## config.mk

```make
export PLATFORM = sky130hd
export DESIGN_NAME = adc_decim_avg
export DESIGN_NICKNAME = d
export VERILOG_FILES = /design/src/rtl/adc_avg_pkg.sv /design/src/rtl/adc_avg_shift_round.sv /design/src/rtl/adc_decim_avg.sv
export SDC_FILE = /design/constraint.sdc
export NUM_CORES = 1
export LEC_CHECK = 0
export ABC_AREA = 1
export BUFFER_PORTS_ARGS = -buffer_cell sky130_fd_sc_hd__buf_2
export CORE_MARGIN = 8
export CORE_UTILIZATION = 54
export DETAILED_ROUTE_END_ITERATION = 8
export PLACE_DENSITY = 0.82
export SETUP_SLACK_MARGIN = 0.1
export SKIP_LAST_GASP = 1
export SYNTH_ARGS = -nofsm -noshare
export SYNTH_HDL_FRONTEND = slang
export SYNTH_HIERARCHICAL = 1
export SYNTH_SLANG_ARGS = --single-unit
```

## constraint.sdc

```tcl
create_clock -name ADC_outclock -period 2.85 [get_ports ADC_outclock]
set_clock_uncertainty 0.2 [all_clocks]
set_input_delay 0.57 -clock ADC_outclock [delete_from_list [all_inputs] [get_ports ADC_outclock]]
set_output_delay 0.57 -clock ADC_outclock [all_outputs]
set_load 0.005 [all_outputs]
```

## src/rtl/adc_avg_pkg.sv

```systemverilog
// Shared types and sizing helpers for the block-averaging ADC decimator.
package adc_avg_pkg;

   // Controller states: waiting for acquisition, or summing a block.
   typedef enum logic {
      IDLE  = 1'b0,
      ACCUM = 1'b1
   } state_t;

   // Width of the saturating dropped-block counter.
   localparam int DROP_CNT_W = 16;

   // Number of bits needed to express a log2 decimation from 0 to max_log2.
   function automatic int clog2_decim(input int max_log2);
      return $clog2(max_log2 + 1);
   endfunction

endpackage

```

## src/rtl/adc_avg_shift_round.sv

```systemverilog
// Turns a block sum into the block mean: optional round-half-up offset, then
// an arithmetic right shift by k, truncated to the sample width.
module adc_avg_shift_round
   import adc_avg_pkg::*;
#(
   parameter int DATA_W         = 16,
   parameter int MAX_LOG2_DECIM = 6,
   parameter int ROUND          = 0,
   parameter int ACC_W          = DATA_W + MAX_LOG2_DECIM,
   parameter int K_W            = clog2_decim(MAX_LOG2_DECIM)
) (
   input  logic signed [ACC_W-1:0]  i_sum,
   input  logic        [K_W-1:0]    i_k,
   output logic signed [DATA_W-1:0] o_mean
);

   // One extra bit of headroom so the rounding offset can never wrap the sum.
   function automatic logic signed [DATA_W-1:0] shift_round(
      input logic signed [ACC_W-1:0] sum,
      input logic        [K_W-1:0]   k
   );
      logic signed [ACC_W:0] v_ext;
      logic signed [ACC_W:0] v_ofs;
      logic signed [ACC_W:0] v_shift;
      v_ext = {sum[ACC_W-1], sum};
      if ((ROUND != 0) && (k != '0)) begin
         v_ofs = (ACC_W+1)'(1) << (k - K_W'(1));
      end else begin
         v_ofs = '0;
      end
      v_shift = (v_ext + v_ofs) >>> k;
      return v_shift[DATA_W-1:0];
   endfunction

   assign o_mean = shift_round(i_sum, i_k);

endmodule

```

## src/rtl/adc_decim_avg.sv

```systemverilog
// Block averager for the fast ADC path: sums 2^k signed samples, emits one
// FIFO write per completed block, and counts blocks lost to a full FIFO.
module adc_decim_avg
   import adc_avg_pkg::*;
#(
   parameter int DATA_W         = 16,
   parameter int MAX_LOG2_DECIM = 6,
   parameter int ROUND          = 0,
   parameter int K_W            = clog2_decim(MAX_LOG2_DECIM)
) (
   input  logic                     ADC_outclock,
   input  logic                     reset,
   input  logic                     ADC_acquire,
   input  logic signed [DATA_W-1:0] ADC_data,
   input  logic        [K_W-1:0]    decim_log2,
   input  logic                     fifo_full,
   input  logic                     clr_status,
   output logic signed [DATA_W-1:0] out_data,
   output logic                     out_wrreq,
   output logic                     busy,
   output logic                     overflow,
   output logic [DROP_CNT_W-1:0]    drop_count
);

   localparam int ACC_W = DATA_W + MAX_LOG2_DECIM;
   localparam int CNT_W = MAX_LOG2_DECIM + 1;

   state_t                    r_state;
   logic signed [ACC_W-1:0]   r_acc;
   logic        [CNT_W-1:0]   r_cnt;
   logic        [K_W-1:0]     r_k_lat;
   logic signed [DATA_W-1:0]  r_out_data;
   logic                      r_out_wrreq;
   logic                      r_busy;
   logic                      r_overflow;
   logic [DROP_CNT_W-1:0]     r_drop_count;

   logic        [K_W-1:0]     w_k_req;
   logic        [K_W-1:0]     w_k_eff;
   logic signed [ACC_W-1:0]   w_sample_ext;
   logic signed [ACC_W-1:0]   w_sum;
   logic        [CNT_W-1:0]   w_cnt_next;
   logic        [CNT_W-1:0]   w_target;
   logic                      w_done;
   logic signed [DATA_W-1:0]  w_mean;

   // Requests beyond the supported range clamp to the largest block size.
   assign w_k_req      = (decim_log2 > K_W'(MAX_LOG2_DECIM)) ? K_W'(MAX_LOG2_DECIM) : decim_log2;
   // A block starting this edge uses the fresh request; otherwise the latched k.
   assign w_k_eff      = (r_state == IDLE) ? w_k_req : r_k_lat;
   assign w_sample_ext = ACC_W'(ADC_data);
   // acc and cnt are zero in IDLE, so the same adder serves the first sample.
   assign w_sum        = r_acc + w_sample_ext;
   assign w_cnt_next   = r_cnt + CNT_W'(1);
   assign w_target     = CNT_W'(1) << w_k_eff;
   assign w_done       = ADC_acquire && (w_cnt_next == w_target);

   adc_avg_shift_round #(
      .DATA_W         (DATA_W),
      .MAX_LOG2_DECIM (MAX_LOG2_DECIM),
      .ROUND          (ROUND),
      .ACC_W          (ACC_W),
      .K_W            (K_W)
   ) u_shift_round (
      .i_sum  (w_sum),
      .i_k    (w_k_eff),
      .o_mean (w_mean)
   );

   // Acquisition FSM: accumulate, complete blocks, discard partial blocks on acquire loss.
   always_ff @(posedge ADC_outclock) begin
      if (reset) begin
         r_state     <= IDLE;
         r_acc       <= '0;
         r_cnt       <= '0;
         r_k_lat     <= '0;
         r_out_data  <= '0;
         r_out_wrreq <= 1'b0;
         r_busy      <= 1'b0;
      end else begin
         r_out_wrreq <= 1'b0;
         if (ADC_acquire) begin
            if (r_state == IDLE) begin
               r_k_lat <= w_k_req;
            end else begin
               r_k_lat <= r_k_lat;
            end
            if (w_done) begin
               r_out_data  <= w_mean;
               r_out_wrreq <= ~fifo_full;
               r_acc       <= '0;
               r_cnt       <= '0;
               // A single-sample block started from IDLE never leaves IDLE.
               r_state     <= r_state;
               r_busy      <= (r_state == ACCUM);
            end else begin
               r_acc   <= w_sum;
               r_cnt   <= w_cnt_next;
               r_state <= ACCUM;
               r_busy  <= 1'b1;
            end
         end else begin
            r_acc   <= '0;
            r_cnt   <= '0;
            r_state <= IDLE;
            r_busy  <= 1'b0;
         end
      end
   end

   // Sticky drop status; a clear on the same edge as a drop wins.
   always_ff @(posedge ADC_outclock) begin
      if (reset) begin
         r_overflow   <= 1'b0;
         r_drop_count <= '0;
      end else if (clr_status) begin
         r_overflow   <= 1'b0;
         r_drop_count <= '0;
      end else if (w_done && fifo_full) begin
         r_overflow <= 1'b1;
         if (r_drop_count != '1) begin
            r_drop_count <= r_drop_count + DROP_CNT_W'(1);
         end else begin
            r_drop_count <= r_drop_count;
         end
      end else begin
         r_overflow   <= r_overflow;
         r_drop_count <= r_drop_count;
      end
   end

   assign out_data   = r_out_data;
   assign out_wrreq  = r_out_wrreq;
   assign busy       = r_busy;
   assign overflow   = r_overflow;
   assign drop_count = r_drop_count;

endmodule

```

* Yosys cells after proc, flatten, opt, wreduce, memory -nomap -nowiden
Cells that the tools add are included.
** Storage, ports and cells
- Output and inout port bits :: 35
- Logic and storage cells :: 29
- Bits of input ports :: 24
- Register bits after elaboration :: 67
** Operators by class
- $add $sub $neg :: 3
- Order comparisons :: 1
- Mux-type cells :: 2
- Bitwise logic cells :: 3
- Reduce and logical (&&, ||, !) cells :: 8
- Eq/ne operators :: 2
- Shifts and indexed selects :: 2
** Operator list (number)
- 22-bit by 16-bit adder with 22-bit output :: 1
- 22-bit by 3-bit >>> shifter with 16-bit output :: 1
- 16-bit by 1-bit adder with 16-bit output (second input constant) :: 1
- 16-bit != test (second input constant) :: 1
- 7-bit by 1-bit adder with 7-bit output (second input constant) :: 1
- 7-bit equality test :: 1
- 1-bit by 3-bit << shifter with 7-bit output (first input constant) :: 1
- 3-bit 2-to-1 mux :: 2
- 3-bit OR reduction :: 2
- 2-bit AND reduction :: 2
- 2-bit OR reduction :: 2
- 3-bit > comparator (second input constant) :: 1
- 1-bit NOT :: 3
- 1-bit logical AND :: 2

* Longest topological paths before layout
- Depth in word-level cells :: 8
- Gate-level depth with buffers :: 19

* Hierarchy
Netlist, hierarchy kept.
** By module, submodules not included
- adc_decim_avg :: area each 4364.2 µm², instances 1, cells each 658
- adc_avg_shift_round :: area each 684.4 µm², instances 1, cells each 151

* Worst setup path before layout
OpenSTA, ideal clock, no wires.
- Path type :: input-to-reg
- Start :: input ADC_data[2]
- End :: register r_out_data[10], in the netlist out_data[10]
- Setup slack :: -2 ps
- Library setup time :: 116 ps
- Stages on the path :: 15
- Required time :: 2534 ps
- Buffers on the path :: 0
- Arrival :: 2537 ps
- Path through :: ha_1 > a21oi_1 > nand2_1 > a21oi_1 > o21ai_0 > a21boi_0 > o21bai_1 > nor2_1 > nor2_1 > nand2_1 > nand3_1 > nand3_1 > nand2_1 > o21ai_0 > nor2_1
** Between the ends
- Longest elaborated chain between the ends :: 2
** Ends and longest elaborated chain
- start, declared :: RTL line adc_decim_avg.sv:14 : input logic signed [DATA_W-1:0] ADC_data,
- 22-bit by 16-bit adder with 22-bit output :: RTL line adc_decim_avg.sv:53 : assign w_sum = r_acc + w_sample_ext;
- named net w_sum[17] :: RTL line adc_decim_avg.sv:41 : logic signed [ACC_W-1:0] w_sum;
- 22-bit by 3-bit >>> shifter with 16-bit output :: RTL line adc_avg_shift_round.sv:31 : v_shift = (v_ext + v_ofs) >>> k;
- named net w_mean[10] :: RTL line adc_decim_avg.sv:45 : logic signed [DATA_W-1:0] w_mean;
- end signal, assigned :: RTL line adc_decim_avg.sv:89 : r_out_data <= w_mean;
- end, declared :: RTL line adc_decim_avg.sv:32 : logic signed [DATA_W-1:0] r_out_data;
The timed path passes the listed nets, and every way through them passes these cells.
A chain may end at the register's enable or synchronous reset.

* Worst setup path in the final report
- Start :: register r_acc[10]
- End :: register r_out_data[8], in the netlist out_data[8]
** Between the ends
- Longest elaborated chain between the ends :: 2
** Ends and longest elaborated chain
- start, declared :: RTL line adc_decim_avg.sv:29 : logic signed [ACC_W-1:0] r_acc;
- start signal, assigned :: RTL line adc_decim_avg.sv:97 : r_acc <= w_sum;
- 22-bit by 16-bit adder with 22-bit output :: RTL line adc_decim_avg.sv:53
- named net w_sum[11] :: RTL line adc_decim_avg.sv:41
- 22-bit by 3-bit >>> shifter with 16-bit output :: RTL line adc_avg_shift_round.sv:31
- named net w_mean[8] :: RTL line adc_decim_avg.sv:45
The timed path passes the listed nets, and every way through them passes these cells.

==> impl_metrics.tcl <==
set metrics [dict create \
    crit_type "flop to flop" \
    critPathMaxFanout 3 \
    cp.arrival_ns 2.68 \
    ys_warn_count 6 \
    rows 35 \
    grt_pass1_wl_um 22720 \
    io_buffers 58 \
    post-place-ws_ns -0.2709 \
    grt_antenna_before_repair 0 \
    dr.pass1.iters 5 \
    outcome "finished, final reports clean" \
    dp_cells 1014 \
    leakagePower_nw 3.133 \
    cts_max_level 3 \
    end_kind "flop" \
    hp-class "flop to flop" \
    ant_nets 0 \
    drc_errors 0 \
    n_fill_cell 754 \
    clk_pin_slew_ns 0.08 \
    drt-total-wl_um 14170 \
    seq_area_um2 1341 \
    syn-mean-instance-area_um2 6.241 \
    p_total_mw 3.017 \
    syn_nets 857 \
    layout_setup_ws_ns 0.2201 \
    grt.overflow.total 0 \
    grt_max_degree 23 \
    io_pins 59 \
    n_antenna_cell 0 \
    synth_ff_type "dfxtp_1" \
    hpwl_um 10130 \
    grt_pass1_vias 5200 \
    syn_inst 809 \
    layout.cells.non_filler 1032 \
    synth_area_um2 5049 \
    async_reset_ff_share_pct 0 \
    ir_worst_vdd_mv 0.2685 \
    die_w_um 112.7 \
    layout_common_cells "nand2_1 (194), nor2_1 (109), nand3_1 (101)" \
    fp.dieH_um 112.7 \
    yosysSeqAreaShare_pct 26.57 \
    critPathMaxStageDelay_ns 0.36 \
    rsz0062_at_grt "true" \
    synth_edf_count 0 \
    dr_total_vias 5624 \
    vias_per_cell 5.450 \
    power.density_nw_per_um2 473.5 \
    tritoncts "done" \
    start_util_pct 55.16 \
    core-area_um2 9153 \
    drv_slew 0 \
    ys_seq_elements 67 \
    period_share_pct 92.28 \
    clock-sinks 67 \
    numCtsBuffers 9 \
    finalHoldViolations 0 \
    slew_headroom_pct 60.70 \
    clockBufferDepth 2 \
    first_iter_violations 404 \
    root_buffer "clkbuf_8" \
    crit_path_cell_trace "ha_4, a21oi_1, inv_1, a31oi_2, o21ai_2, a31oi_2, xor2_2, inv_1, nand2_1, nand3_1, nand3_1, nand2_1, o21ai_0, nor2_1" \
    worst_ep_required_time_ns 2.90 \
    rrSetupSlack_ns 0.22 \
    dieArea_um2 12700 \
    tns_ns 0 \
    synth_top_cell_area_share_pct 26.57 \
    synthToLayoutAreaGrowth_pct 26.22 \
    max_slew.worst_pin.slew_ns 0.5888 \
    slowest_stage "dfxtp_1" \
    maxCapViolCount 0 \
    max_freq_mhz 380.2 \
    period_minus_slack_ns 2.630 \
    nets 964 \
    drt-wirelength-per-cell_um 13.73 \
    place_congestion 0.9244 \
    grt_usage_pct 21.06 \
    synth_top_area_cell "dfxtp_1" \
    setup_viol 0 \
    synth.distinct_cells 42 \
    synth_area_leaders "dfxtp_1 (27%), nand2_1 (15%), nand3_1 (10%)" \
    multi_input_area_um2 3537 \
    cp-start-kind "flop" \
    fin_util_pct 69.62 \
    clk_latency_ns 0.36 \
    final_common_cell "nand2_1" \
    drive_gt1_share_pct 24.32 \
    path_buf_inv 2 \
    cpLargestDelayFamily "compound AO/OA/AOI/OAI gates" \
]
## registers in the layout, summed over array words and instances, names as in the netlist
signal,flops
r_k_lat,3
out_data,16
r_cnt,7
overflow,1
busy,1
r_acc,22
out_wrreq,1
drop_count,16
## path summary, 6_finish.rpt
check	from	to	depth (start not counted)
worst max-delay path	r_acc[10]	out_data[8]	14
worst min-delay path	overflow	overflow	2
worst min register to register	overflow	overflow	2
worst max register to register	r_acc[10]	out_data[8]	14
## cell families (layout without fill, tap and decap cells)
logic type               after synthesis  after routing  share of synthesized area [%]
AND/OR/NAND/NOR                      484            484                          42.70
flip-flops                            67             67                          26.57
adder cells (fa/ha/maj)               24             24                          6.097
buffers and inverters                127            239                          11.25
AO/OA/AOI/OAI                         82             82                          9.046
XOR/XNOR                              25             25                          4.337
## power by group
group / total, mW / switching [mW] / internal (mW)
Sequential: 1.02 / 0.0328 / 0.986
Combinational: 1.17 / 0.678 / 0.489
Clock: 0.831 / 0.421 / 0.410
## area by class of cell
type	instances	area share (%)
clock inverter	7	1.198
tap	111	2.179
inverter	103	6.106
timing repair buffer	120	12.02
clock buffer	9	1.944
multi-input combinational	615	55.51
sequential	67	21.05
## timing repair
item,4_1_cts,5_1_grt
buffers inserted,0,2
gates resized for setup,1,80
endpoints found under the setup margin,2,16
pin swaps,0,22
hold buffers,0,0
## worst reg2reg max path, stage by stage, from the launching register on
cell and delay [ns]:
dfxtp_1 0.36, ha_4 0.21, a21oi_1 0.20, inv_1 0.08, a31oi_2 0.16, o21ai_2 0.09, a31oi_2 0.29, xor2_2 0.25
inv_1 0.09, nand2_1 0.09, nand3_1 0.11, nand3_1 0.11, nand2_1 0.06, o21ai_0 0.17, nor2_1 0.05
## stage by stage
step / hold WS (ns) / area [um2]
floorplan: 0.2393 / 5055
global placement: 0.2348 / 5756
detailed placement: 0.2383 / 5756
CTS: 0.2494 / 5956
global route: 0.2563 / 6372
finish: 0.2465 / 6372
## layer usage
| metal | wire length [um] | vias to the layer above | global-route usage [%] |
|---|---|---|---|
| met5 | 0 | - | 0 |
| li1 | - | 2848 | - |
| met3 | 686 | 37 | 3.887 |
| met1 | 5842 | 2557 | 24.07 |
| met4 | 423 | 0 | 8.453 |
| met2 | 7220 | 182 | 37.79 |
## cells in the mapped netlist (8+ instances only)
| master | number |
|---|---|
| nand2_1 | 199 |
| nor2_1 | 115 |
| nand3_1 | 105 |
| inv_1 | 94 |
| dfxtp_1 | 67 |
| a21oi_1 | 29 |
| o21ai_0 | 29 |
| nand4_1 | 26 |
| ha_1 | 23 |
| xor2_1 | 18 |
| nor3_1 | 10 |
| buf_6 | 8 |
| inv_2 | 8 |
Note: power is estimated with default switching activity, not from simulation.
